File: src/rtl/local_buffer_reader_pkg.sv
// Shared definitions for the PE local-buffer read engine.
// Holds the buffer geometry, which the buffer itself and its write-side master
// also use, and the read FSM state encoding.
package local_buffer_reader_pkg;

  localparam int LB_ADDR_W = 10;
  localparam int LB_DATA_W = 16;
  localparam int LB_DEPTH  = 1 << LB_ADDR_W;

  typedef enum logic [1:0] {
    LBR_IDLE  = 2'd0,
    LBR_READ  = 2'd1,
    LBR_DRAIN = 2'd2
  } lbr_state_e;

endpackage

File: src/rtl/lb_rd_fifo2.sv
// Two-entry FIFO that queues words returned by the local buffer until the
// stream consumer accepts them.
// Ports:
//   clk, rst_n  clock, asynchronous active-low reset
//   push_i      write wdata_i into the tail (never asserted while full)
//   pop_i       drop the head entry (never asserted while empty)
//   wdata_i     entry to write
//   rdata_o     head entry
//   empty_o     no entries held
//   full_o      both entries held
//   count_o     number of entries held (0..2)
module lb_rd_fifo2 #(
  parameter int WIDTH = 17
) (
  input  logic             clk,
  input  logic             rst_n,
  input  logic             push_i,
  input  logic             pop_i,
  input  logic [WIDTH-1:0] wdata_i,
  output logic [WIDTH-1:0] rdata_o,
  output logic             empty_o,
  output logic             full_o,
  output logic [1:0]       count_o
);

  logic [WIDTH-1:0] mem_q [2];
  logic             wr_ptr_q;
  logic             rd_ptr_q;
  logic [1:0]       count_q;
  logic [1:0]       count_d;

  always_comb begin
    count_d = count_q;
    case ({push_i, pop_i})
      2'b10:   count_d = count_q + 2'd1;
      2'b01:   count_d = count_q - 2'd1;
      default: count_d = count_q;
    endcase
  end

  // Storage is cleared on reset so the stream data output reads 0 after reset.
  always_ff @(posedge clk or negedge rst_n) begin
    if (!rst_n) begin
      mem_q[0] <= '0;
      mem_q[1] <= '0;
      wr_ptr_q <= 1'b0;
      rd_ptr_q <= 1'b0;
      count_q  <= 2'd0;
    end else begin
      if (push_i) begin
        mem_q[wr_ptr_q] <= wdata_i;
        wr_ptr_q        <= ~wr_ptr_q;
      end
      if (pop_i) begin
        rd_ptr_q <= ~rd_ptr_q;
      end
      count_q <= count_d;
    end
  end

  assign rdata_o = mem_q[rd_ptr_q];
  assign empty_o = (count_q == 2'd0);
  assign full_o  = (count_q == 2'd2);
  assign count_o = count_q;

endmodule

File: src/rtl/local_buffer_reader.sv
// Streaming read engine for the PE local buffer. A start command issues a run
// of strided reads on the buffer port, absorbs the one-cycle read latency and
// delivers the words on a valid/ready stream, tagging the final word.
// Ports:
//   clk, rst_n                  clock, asynchronous active-low reset
//   start, base_addr, length,   command; operands captured only when idle
//   stride
//   busy, done                  command in progress / one-cycle completion pulse
//   buf_ce, buf_we, buf_addr,   buffer port (read-only master, we tied low)
//   buf_rdata
//   m_valid, m_data, m_last,    output stream
//   m_ready
module local_buffer_reader
  import local_buffer_reader_pkg::*;
#(
  parameter int ADDR_W = LB_ADDR_W,
  parameter int DATA_W = LB_DATA_W
) (
  input  logic              clk,
  input  logic              rst_n,
  input  logic              start,
  input  logic [ADDR_W-1:0] base_addr,
  input  logic [ADDR_W:0]   length,
  input  logic [ADDR_W-1:0] stride,
  output logic              busy,
  output logic              done,
  output logic              buf_ce,
  output logic              buf_we,
  output logic [ADDR_W-1:0] buf_addr,
  input  logic [DATA_W-1:0] buf_rdata,
  output logic              m_valid,
  output logic [DATA_W-1:0] m_data,
  output logic              m_last,
  input  logic              m_ready
);

  localparam logic [ADDR_W:0] REM_ONE = (ADDR_W + 1)'(1);

  lbr_state_e        state_q;
  logic [ADDR_W-1:0] addr_q;
  logic [ADDR_W-1:0] addr_d;
  logic [ADDR_W-1:0] stride_q;
  logic [ADDR_W-1:0] last_addr_q;
  logic [ADDR_W:0]   rem_q;
  logic [ADDR_W:0]   rem_d;
  logic              inflight_q;
  logic              inflight_last_q;
  logic              zero_done_q;

  logic              fifo_empty;
  logic              fifo_full_unused;
  logic [1:0]        fifo_count;
  logic [DATA_W:0]   fifo_head;
  logic              pop;
  logic              head_last;
  logic [2:0]        outstanding;
  logic              credit;
  logic              issue;
  logic              final_issue;

  assign m_valid   = !fifo_empty;
  assign pop       = m_valid && m_ready;
  assign head_last = fifo_head[DATA_W];

  // Every issued read must have a FIFO slot waiting for it when it lands; a
  // pop in this cycle frees a slot in time for a read issued now.
  assign outstanding = {1'b0, fifo_count} + {2'b00, inflight_q} - {2'b00, pop};
  assign credit      = (outstanding < 3'd2);
  assign issue       = (state_q == LBR_READ) && credit;
  assign final_issue = issue && (rem_q == REM_ONE);

  // Address wraps modulo the buffer depth through natural overflow.
  assign addr_d = addr_q + stride_q;
  assign rem_d  = rem_q - REM_ONE;

  always_ff @(posedge clk or negedge rst_n) begin
    if (!rst_n) begin
      state_q         <= LBR_IDLE;
      addr_q          <= '0;
      stride_q        <= '0;
      last_addr_q     <= '0;
      rem_q           <= '0;
      inflight_q      <= 1'b0;
      inflight_last_q <= 1'b0;
      zero_done_q     <= 1'b0;
    end else begin
      inflight_q      <= issue;
      inflight_last_q <= final_issue;
      zero_done_q     <= 1'b0;
      if (issue) begin
        last_addr_q <= addr_q;
        addr_q      <= addr_d;
        rem_q       <= rem_d;
      end
      case (state_q)
        LBR_IDLE: begin
          if (start) begin
            if (length != '0) begin
              addr_q   <= base_addr;
              stride_q <= stride;
              rem_q    <= length;
              state_q  <= LBR_READ;
            end else begin
              zero_done_q <= 1'b1;
            end
          end
        end
        LBR_READ: begin
          if (final_issue) state_q <= LBR_DRAIN;
        end
        LBR_DRAIN: begin
          if (pop && head_last) state_q <= LBR_IDLE;
        end
        default: state_q <= LBR_IDLE;
      endcase
    end
  end

  // Read data lands the cycle after its issue; tag it with the final flag.
  lb_rd_fifo2 #(
    .WIDTH(DATA_W + 1)
  ) u_fifo (
    .clk    (clk),
    .rst_n  (rst_n),
    .push_i (inflight_q),
    .pop_i  (pop),
    .wdata_i({inflight_last_q, buf_rdata}),
    .rdata_o(fifo_head),
    .empty_o(fifo_empty),
    .full_o (fifo_full_unused),
    .count_o(fifo_count)
  );

  assign m_data   = fifo_head[DATA_W-1:0];
  assign m_last   = head_last;
  assign busy     = (state_q != LBR_IDLE);
  assign done     = zero_done_q || ((state_q == LBR_DRAIN) && pop && head_last);
  assign buf_ce   = issue;
  assign buf_we   = 1'b0;
  assign buf_addr = issue ? addr_q : last_addr_q;

endmodule

File: config.mk
export PLATFORM = sky130hd
export DESIGN_NAME = local_buffer_reader
export DESIGN_NICKNAME = d
export VERILOG_FILES = /design/src/rtl/local_buffer_reader_pkg.sv /design/src/rtl/lb_rd_fifo2.sv /design/src/rtl/local_buffer_reader.sv
export SDC_FILE = /design/constraint.sdc
export NUM_CORES = 1
export LEC_CHECK = 0
export CAP_MARGIN = 20
export CORE_MARGIN = 2
export CORE_UTILIZATION = 50
export DETAILED_ROUTE_END_ITERATION = 6
export PLACE_DENSITY = 0.78
export SETUP_SLACK_MARGIN = 0.5
export SLEW_MARGIN = 20
export SYNTH_ARGS = -nofsm -noshare
export SYNTH_HDL_FRONTEND = slang
export SYNTH_SLANG_ARGS = --single-unit
File: constraint.sdc
create_clock -name clk -period 3.7 [get_ports clk]
set_clock_uncertainty 0.15 [all_clocks]
set_input_delay 0.74 -clock clk [delete_from_list [all_inputs] [get_ports clk]]
set_output_delay 0.74 -clock clk [all_outputs]
set_load 0.01 [all_outputs]
==> impl_metrics.sql, run 1 <==
INSERT INTO impl_metrics (metric_group, metric, value, unit) VALUES
('setup_path', 'start_kind', 'primary input', ''),
('finish', 'multi_input_comb_area', '0.00207', 'mm2'),
('floorplanning', 'num_rows', '33', ''),
('finish', 'area_growth', '37.5', '%'),
('placement', 'dpl.hpwl', '6320', 'um'),
('placement', 'io_buffers', '81', ''),
('pwr', 'p_leak', '2.56', 'nW'),
('timing', 'rsz0062_at_grt', 'true', ''),
('floorplanning', 'initial_utilization', '51.0', '%'),
('clocking', 'tritoncts_clock_tree', 'built', ''),
('job', 'drv_cap', '0', ''),
('setup_path', 'setup.worst_path.end_class', 'primary output', ''),
('finish', 'layout.cells.non_filler', '621', ''),
('finish', 'final_area', '0.00570', 'mm2'),
('route', 'number_of_optimization_iterations_in_the_first_detailed_route_pass', '4', ''),
('route', 'wl', '9710', 'um'),
('timing', 'slew_headroom', '48.6', '%'),
('finish', 'storage_cell_area', '0.00210', 'mm2'),
('setup_path', 'critPathMaxFanout', '7', ''),
('yosys', 'synth.yosys.seq_area_share', '50.7', '%'),
('timing', 'fin_worst_hold_slack', '284', 'ps'),
('grt', 'grt_max_degree', '85', ''),
('placement', 'gp_congestion', '0.858', ''),
('setup_path', 'crit_required', '2810', 'ps'),
('pwr', 'peakVddDrop', '797', 'uV'),
('floorplanning', 'chipWidth', '95.1', 'um'),
('yosys', 'synth_nets', '456', ''),
('yosys', 'syn-mean-instance-area', '10.6', 'um2'),
('yosys', 'ys_dominant_reg_cell', 'sky130_fd_sc_hd__dfrtp_1', ''),
('timing', 'setup_viol_count_final', '0', ''),
('setup_path', 'worst-path-buf-inv', '5', ''),
('timing', 'final-max-slew-violation-count', '0', ''),
('timing', 'max_freq', '0.303', 'GHz'),
('setup_path', 'critPathTopFamily', 'buffers and inverters', ''),
('setup_path', 'critPathMostFrequentCell', 'sky130_fd_sc_hd__buf_6', ''),
('yosys', 'synth_async_sr_flop_share', '100', '%'),
('timing', 'finalCriticalPeriod', '3310', 'ps'),
('clocking', 'clk_root_buffer_cell', 'sky130_fd_sc_hd__clkbuf_8', ''),
('grt', 'globalRoute.totalOverflow', '0', ''),
('finish', 'num_antenna_cells', '0', ''),
('setup_path', 'worst_path_class_setup', 'primary input to primary output', ''),
('setup_path', 'critical-path-slowest-cell', 'sky130_fd_sc_hd__fa_2', ''),
('finish', 'num-nets-final', '576', ''),
('clocking', 'clkSlewWorstSetupHoldPaths', '80', 'ps'),
('worst_hold_path', 'worst_hold_path_type', 'primary input to async pin', ''),
('pwr', 'power_density', '1110', 'mW/mm2'),
('clocking', 'numClockSinks', '84', ''),
('placement', 'placedCellCount', '578', ''),
('setup_path', 'cp_cell_sequence', 'buf_6 -> nand2b_4 -> nor2_4 -> buf_4 -> fa_2 -> xnor2_2 -> nand3_4 -> buf_6 -> buf_12 -> nand2_2 -> nand2_2 -> buf_6', ''),
('yosys', 'yosysWarningCount', '0', ''),
('route', 'route.vias.total', '3260', ''),
('grt', 'grt_antenna_before_repair', '0', ''),
('floorplanning', 'die_height', '95.1', 'um'),
('timing', 'tightest_slew', '769', 'ps'),
('timing', 'timing.final.crit_share', '89.3', '%'),
('grt', 'groute.usage.overall', '22.0', '%'),
('placement', 'dpl-instance-area', '0.00514', 'mm2'),
('finish', 'layout-drive-gt1-share', '31.0', '%'),
('floorplanning', 'boundaryPins', '83', ''),
('yosys', 'synth.cell_area', '0.00415', 'mm2'),
('route', 'detailedRoute.firstIterationViolations', '113', ''),
('grt', 'wire_length_of_the_first_global_routing_pass', '15200', 'um'),
('route', 'post_drt_via_cell_ratio', '5.25', ''),
('setup_path', 'timing.critical_path.slowest_cell_delay', '370', 'ps'),
('timing', 'final_hold_vio_count', '0', ''),
('floorplanning', 'fp.dieArea', '0.00903', 'mm2'),
('yosys', 'netlist-cell-type-count', '50', ''),
('yosys', 'yosys_register_bits', '84', ''),
('setup_path', 'critical_path_arrival', '2420', 'ps'),
('status', 'result_of_the_run', 'completed', ''),
('clocking', 'tritoncts.num_buffers', '9', ''),
('yosys', 'postSynthCellCount', '392', ''),
('floorplanning', 'coreArea', '0.00813', 'mm2'),
('clocking', 'cts_max_level', '3', ''),
('grt', 'grt_pass1_vias', '3332', ''),
('clocking', 'cts-root-to-sink-buffers', '2', ''),
('route', 'avgRoutedWirePerCell', '15.6', 'um'),
('route', 'post-route-drc-count', '0', ''),
('finish', 'fillers', '576', ''),
('yosys', 'synth_enable_flop_cells', '0', ''),
('clocking', 'clk-insertion-delay-late', '350', 'ps'),
('route', 'final_antenna_net_count', '0', '');
[final timing paths]
check / from / slack, ps / endpoint / cells after the start
min in group clk: last_addr_q[0]$_DFF_PN0_ / 340 / last_addr_q[0]$_DFF_PN0_ / 2
worst max register to register: u_fifo.count_o[0]$_DFFE_PN0P_ / 440 / last_addr_q[5]$_DFF_PN0_ / 19
worst min-delay path: rst_n / 280 / u_fifo.mem_q[3]$_DFFE_PN0P_ / 1
worst max-delay path: m_ready / 390 / buf_addr[5] / 12
worst min register to register: last_addr_q[0]$_DFF_PN0_ / 340 / last_addr_q[0]$_DFF_PN0_ / 2
max in group asynchronous: rst_n / 2600 / u_fifo.count_o[1]$_DFFE_PN0P_ / 1
[stage by stage]
stage / setup WS (ps) / setup TNS, ps / utilization, % / power [mW]
after global routing: 330 / 0 / 70.1 / 6.76
after CTS: 467 / 0 / 68.5 / 5.99
after detailed placement: -421 / -5300 / 63.2 / 4.73
after floorplan: 514 / 0 / - / 3.53
final: 394 / 0 / 70.1 / 6.32
after global placement: -311 / -3450 / 63.2 / 4.61
[repair_timing]
action	in CTS	in global routing
resized for setup	79	22
setup buffers	21	5
hold endpoints to repair	0	0
pin swaps	18	7
cloned	2	0
hold buffers	0	0
endpoints found under the setup margin	21	13
[layer usage]
layer,GRT usage [%],vias up,routed length [um]
li1,-,1590,-
met1,26.5,1569,4030
met2,38.8,91,5070
met3,4.74,10,511
met4,7.97,0,102
met5,0,-,0
[kinds of logic after synthesis]
group | count (synthesis) | share of synthesized area [%]
other | 1 | 0.0905
AND/OR/NAND/NOR | 153 | 17.7
AO/OA/AOI/OAI | 50 | 7.30
flip-flops | 84 | 50.7
XOR/XNOR | 18 | 3.80
multiplexers | 52 | 14.1
adder cells (fa/ha/maj) | 13 | 4.29
buffers and inverters | 21 | 2.02
[final cells by class]
cell class	instances	area share (%)
multi-input combinational	287	36.3
sequential	84	36.9
timing repair buffer	124	20.8
clock inverter	4	0.900
clock buffer	11	2.31
inverter	5	0.461
tap	105	2.31
timing repair inverter	1	0.110
[state kept, by name, indices dropped and copies added, names as in the netlist]
| signal | flops |
|---|---|
| addr_q | 10 |
| inflight_last_q | 1 |
| inflight_q | 1 |
| last_addr_q | 10 |
| rem_q | 11 |
| state_q | 2 |
| stride_q | 10 |
| u_fifo.count_o | 2 |
| u_fifo.mem_q | 34 |
| u_fifo.rd_ptr_q | 1 |
| u_fifo.wr_ptr_q | 1 |
| zero_done_q | 1 |
[power by group]
group | internal [mW] | switching (mW)
logic | 2.21 | 1.78
registers | 1.37 | 0.325
clock network | 0.309 | 0.319
[synth_stat cells (all sizes together), types with 3 or more instances]
library cell	count	area share [%]
a21o	3	0.54
a21oi	14	1.7
a31oi	6	1.1
and3	3	0.45
buf	6	0.66
clkbuf	10	0.91
dfrtp	84	51
ha	11	3.3
inv	5	0.45
mux2	51	14
nand2	89	8.1
nand3	7	0.97
nor2	18	1.8
nor2b	7	1.1
nor3	9	1.2
nor4	5	0.91
o21ai	19	2.4
or2	3	0.51
xnor2	12	2.5
xor2	6	1.3
[worst register-to-register path: stages (launching register included)]
cell,delay (ps)
sky130_fd_sc_hd__dfrtp_1,390
sky130_fd_sc_hd__nand2b_4,170
sky130_fd_sc_hd__nor2_4,40
sky130_fd_sc_hd__buf_4,130
sky130_fd_sc_hd__fa_2,370
sky130_fd_sc_hd__xnor2_2,230
sky130_fd_sc_hd__nand3_4,140
sky130_fd_sc_hd__buf_6,160
sky130_fd_sc_hd__buf_12,140
sky130_fd_sc_hd__nand2_2,70
sky130_fd_sc_hd__nand2_2,70
sky130_fd_sc_hd__buf_4,130
sky130_fd_sc_hd__buf_4,120
sky130_fd_sc_hd__buf_4,120
sky130_fd_sc_hd__buf_4,120
sky130_fd_sc_hd__buf_4,120
sky130_fd_sc_hd__buf_4,120
sky130_fd_sc_hd__buf_4,120
sky130_fd_sc_hd__buf_4,120
sky130_fd_sc_hd__buf_4,120
[placed cells by master, fill, tap and decap left out, types with 2 or more instances in the layout]
| cell type | n |
|---|---|
| sky130_fd_sc_hd__nor2_1 | 16 |
| sky130_fd_sc_hd__or3_4 | 2 |
| sky130_fd_sc_hd__a21oi_1 | 14 |
| sky130_fd_sc_hd__nor4_1 | 4 |
| sky130_fd_sc_hd__a31oi_1 | 5 |
| sky130_fd_sc_hd__or3b_1 | 2 |
| sky130_fd_sc_hd__a21o_1 | 3 |
| sky130_fd_sc_hd__xnor2_1 | 11 |
| sky130_fd_sc_hd__inv_1 | 4 |
| sky130_fd_sc_hd__nor2_4 | 2 |
| sky130_fd_sc_hd__clkbuf_8 | 9 |
| sky130_fd_sc_hd__nand2_2 | 13 |
| sky130_fd_sc_hd__or2_2 | 2 |
| sky130_fd_sc_hd__xor2_1 | 6 |
| sky130_fd_sc_hd__clkdlybuf4s50_1 | 68 |
| sky130_fd_sc_hd__ha_1 | 11 |
| sky130_fd_sc_hd__nor3_1 | 8 |
| sky130_fd_sc_hd__nor2b_1 | 6 |
| sky130_fd_sc_hd__clkbuf_1 | 2 |
| sky130_fd_sc_hd__and3_1 | 3 |
| sky130_fd_sc_hd__nand2_1 | 72 |
| sky130_fd_sc_hd__buf_2 | 2 |
| sky130_fd_sc_hd__o21ai_1 | 6 |
| sky130_fd_sc_hd__a211oi_1 | 2 |
| sky130_fd_sc_hd__dfrtp_1 | 83 |
| sky130_fd_sc_hd__mux2_2 | 51 |
| sky130_fd_sc_hd__buf_6 | 15 |
| sky130_fd_sc_hd__o21ai_2 | 2 |
| sky130_fd_sc_hd__buf_4 | 36 |
| sky130_fd_sc_hd__nand3_1 | 6 |
| sky130_fd_sc_hd__o21ai_0 | 11 |
| sky130_fd_sc_hd__nand2_4 | 4 |
Power figures use the tool's default switching activity.
==> run 2: changes to the inputs <==
--- a/config.mk
+++ b/config.mk
@@ -10,7 +10,6 @@
 export CORE_UTILIZATION = 50
 export DETAILED_ROUTE_END_ITERATION = 6
 export PLACE_DENSITY = 0.78
-export SETUP_SLACK_MARGIN = 0.5
 export SLEW_MARGIN = 20
 export SYNTH_ARGS = -nofsm -noshare
 export SYNTH_HDL_FRONTEND = slang
==> run 2 against run 1 <==
Fmax decreased by 6.9%. Final cell count shrank 3.4%. Total power fell by 9.0%. Wire length down 4.6%. Clock power decreased by 4.8%. Critical path type unchanged. Largest power group unchanged.
==> impl_metrics.sql, run 2 (same netlist as run 1, synthesis figures left out) <==
INSERT INTO impl_metrics (metric_group, metric, value, unit) VALUES
('finish', 'fillers', '633', ''),
('route', 'post-route-drc-count', '0', ''),
('placement', 'dpl.hpwl', '6320', 'um'),
('finish', 'layout.cells.most_common_list', 'sky130_fd_sc_hd__nand2_1 (89), sky130_fd_sc_hd__dfrtp_1 (84), sky130_fd_sc_hd__clkdlybuf4s50_1 (68)', ''),
('clocking', 'clk-insertion-delay-late', '360', 'ps'),
('clocking', 'clkSlewWorstSetupHoldPaths', '90', 'ps'),
('grt', 'groute.usage.overall', '21.7', '%'),
('route', 'detailedRoute.firstIterationViolations', '144', ''),
('finish', 'layout-drive-gt1-share', '21.8', '%'),
('setup_path', 'worst_path_class_setup', 'primary input to primary output', ''),
('placement', 'gp_congestion', '0.889', ''),
('finish', 'area_growth', '31.2', '%'),
('grt', 'grt_max_degree', '85', ''),
('floorplanning', 'initial_utilization', '51.0', '%'),
('route', 'post_drt_via_cell_ratio', '5.32', ''),
('clocking', 'cts-root-to-sink-buffers', '2', ''),
('worst_hold_path', 'worst_hold_path_type', 'primary input to async pin', ''),
('timing', 'finalCriticalPeriod', '3550', 'ps'),
('route', 'number_of_optimization_iterations_in_the_first_detailed_route_pass', '4', ''),
('timing', 'setup_viol_count_final', '0', ''),
('grt', 'grt_pass1_vias', '3101', ''),
('setup_path', 'setup.worst_path.end_class', 'primary output', ''),
('placement', 'io_buffers', '81', ''),
('finish', 'num-nets-final', '554', ''),
('grt', 'wire_length_of_the_first_global_routing_pass', '14800', 'um'),
('clocking', 'numClockSinks', '84', ''),
('clocking', 'tritoncts.num_buffers', '9', ''),
('grt', 'grt_antenna_before_repair', '0', ''),
('setup_path', 'critPathMaxFanout', '5', ''),
('pwr', 'p_leak', '2.43', 'nW'),
('timing', 'final_hold_vio_count', '0', ''),
('timing', 'max_freq', '0.282', 'GHz'),
('setup_path', 'crit_required', '2810', 'ps'),
('floorplanning', 'boundaryPins', '83', ''),
('finish', 'multi_input_comb_area', '0.00198', 'mm2'),
('finish', 'layout.cells.non_filler', '600', ''),
('floorplanning', 'die_height', '95.1', 'um'),
('pwr', 'design_power_total', '5.75', 'mW'),
('floorplanning', 'fp.dieArea', '0.00903', 'mm2'),
('route', 'route.vias.total', '3194', ''),
('route', 'avgRoutedWirePerCell', '15.4', 'um'),
('clocking', 'clk_root_buffer_cell', 'sky130_fd_sc_hd__clkbuf_8', ''),
('finish', 'storage_cell_area', '0.00210', 'mm2'),
('finish', 'regMostFlops', 'u_fifo.mem_q', ''),
('finish', 'reg.largest.list', 'u_fifo.mem_q (34), rem_q (11)', ''),
('pwr', 'peakVddDrop', '601', 'uV'),
('placement', 'dpl-instance-area', '0.00512', 'mm2'),
('pwr', 'power_density', '1060', 'mW/mm2'),
('timing', 'rsz0062_at_grt', 'false', ''),
('job', 'drv_cap', '0', ''),
('floorplanning', 'chipWidth', '95.1', 'um'),
('finish', 'final_common_cell', 'sky130_fd_sc_hd__nand2_1', ''),
('timing', 'setup_tns', '0', 'ps'),
('timing', 'tightest_slew', '790', 'ps'),
('timing', 'timing.final.crit_share', '95.9', '%'),
('finish', 'num_antenna_cells', '0', ''),
('floorplanning', 'coreArea', '0.00813', 'mm2'),
('timing', 'slew_headroom', '47.2', '%'),
('grt', 'globalRoute.totalOverflow', '0', ''),
('floorplanning', 'num_rows', '33', ''),
('timing', 'final-max-slew-violation-count', '0', ''),
('clocking', 'cts_max_level', '3', ''),
('clocking', 'tritoncts_clock_tree', 'built', ''),
('route', 'wl', '9270', 'um'),
('status', 'result_of_the_run', 'completed', ''),
('finish', 'largest_reg_flops', '34', ''),
('setup_path', 'critical_path_arrival', '2660', 'ps'),
('route', 'final_antenna_net_count', '0', ''),
('finish', 'final_area', '0.00544', 'mm2'),
('setup_path', 'start_kind', 'primary input', ''),
('placement', 'placedCellCount', '576', '');
run 2: area by class of cell:
cell class              count  share of cell area [%]
clock buffers              10                    2.35
clock inverters             6                   0.874
inverters                   5                   0.437
multi-input cells         287                    36.4
flip-flops and latches     84                    38.6
well taps                 105                    2.41
repair buffers            102                    18.8
repair inverters            1                   0.115
run 2: per-stage QoR:
stage,setup WS [ps],hold slack (ps),util (%)
2_1_floorplan,287,294,-
3_3_place_gp,-334,308,63.0
3_5_place_dp,-433,313,63.0
4_1_cts,114,336,66.8
5_1_grt,27.8,325,66.9
6_report,150,258,66.9
run 2: worst max-delay path, stage by stage:
cell	delay [ps]
sky130_fd_sc_hd__clkdlybuf4s15_1	210
sky130_fd_sc_hd__nand2b_1	90
sky130_fd_sc_hd__nor2_2	110
sky130_fd_sc_hd__o21ai_1	100
sky130_fd_sc_hd__fa_2	370
sky130_fd_sc_hd__xnor2_2	210
sky130_fd_sc_hd__nand3_4	110
sky130_fd_sc_hd__buf_4	160
sky130_fd_sc_hd__inv_4	70
sky130_fd_sc_hd__buf_4	130
sky130_fd_sc_hd__nand2_1	50
sky130_fd_sc_hd__nand2_1	80
sky130_fd_sc_hd__clkdlybuf4s15_2	230
run 2: report_power, final:
part	switching [mW]	leakage (nW)	internal [mW]
combinational	1.57	1.33	1.90
clock	0.350	0.0755	0.248
sequential	0.318	1.02	1.37
total	2.23	2.43	3.52
run 2: timing repair:
action,4_1_cts,5_1_grt
setup buffers,5,0
pin swaps,4,4
hold buffers,0,0
endpoints found under the setup margin,11,4
gates resized for setup,26,1
gates cloned,3,0
run 2: routing by layer:
| layer | vias to the layer above | GRT usage [%] | part of all wire, % |
|---|---|---|---|
| met4 | 0 | 9.42 | 2.1 |
| met2 | 105 | 36.7 | 49 |
| met5 | - | 0 | 0 |
| met1 | 1533 | 27.0 | 43 |
| li1 | 1539 | - | - |
| met3 | 17 | 4.35 | 5.8 |
run 2: path summary, 6_finish.rpt:
kind	startpoint	slack [ps]	end	cells after the start
worst max-delay path	m_ready	150	buf_addr[8]	13
worst min-delay path	rst_n	260	u_fifo.mem_q[2]$_DFFE_PN0P_	1
worst max register to register	u_fifo.count_o[1]$_DFFE_PN0P_	500	rem_q[6]$_DFF_PN0_	12
worst min register to register	last_addr_q[0]$_DFF_PN0_	330	last_addr_q[0]$_DFF_PN0_	2
max in group asynchronous	rst_n	2640	addr_q[8]$_DFF_PN0_	1
min in group clk	last_addr_q[0]$_DFF_PN0_	330	last_addr_q[0]$_DFF_PN0_	2
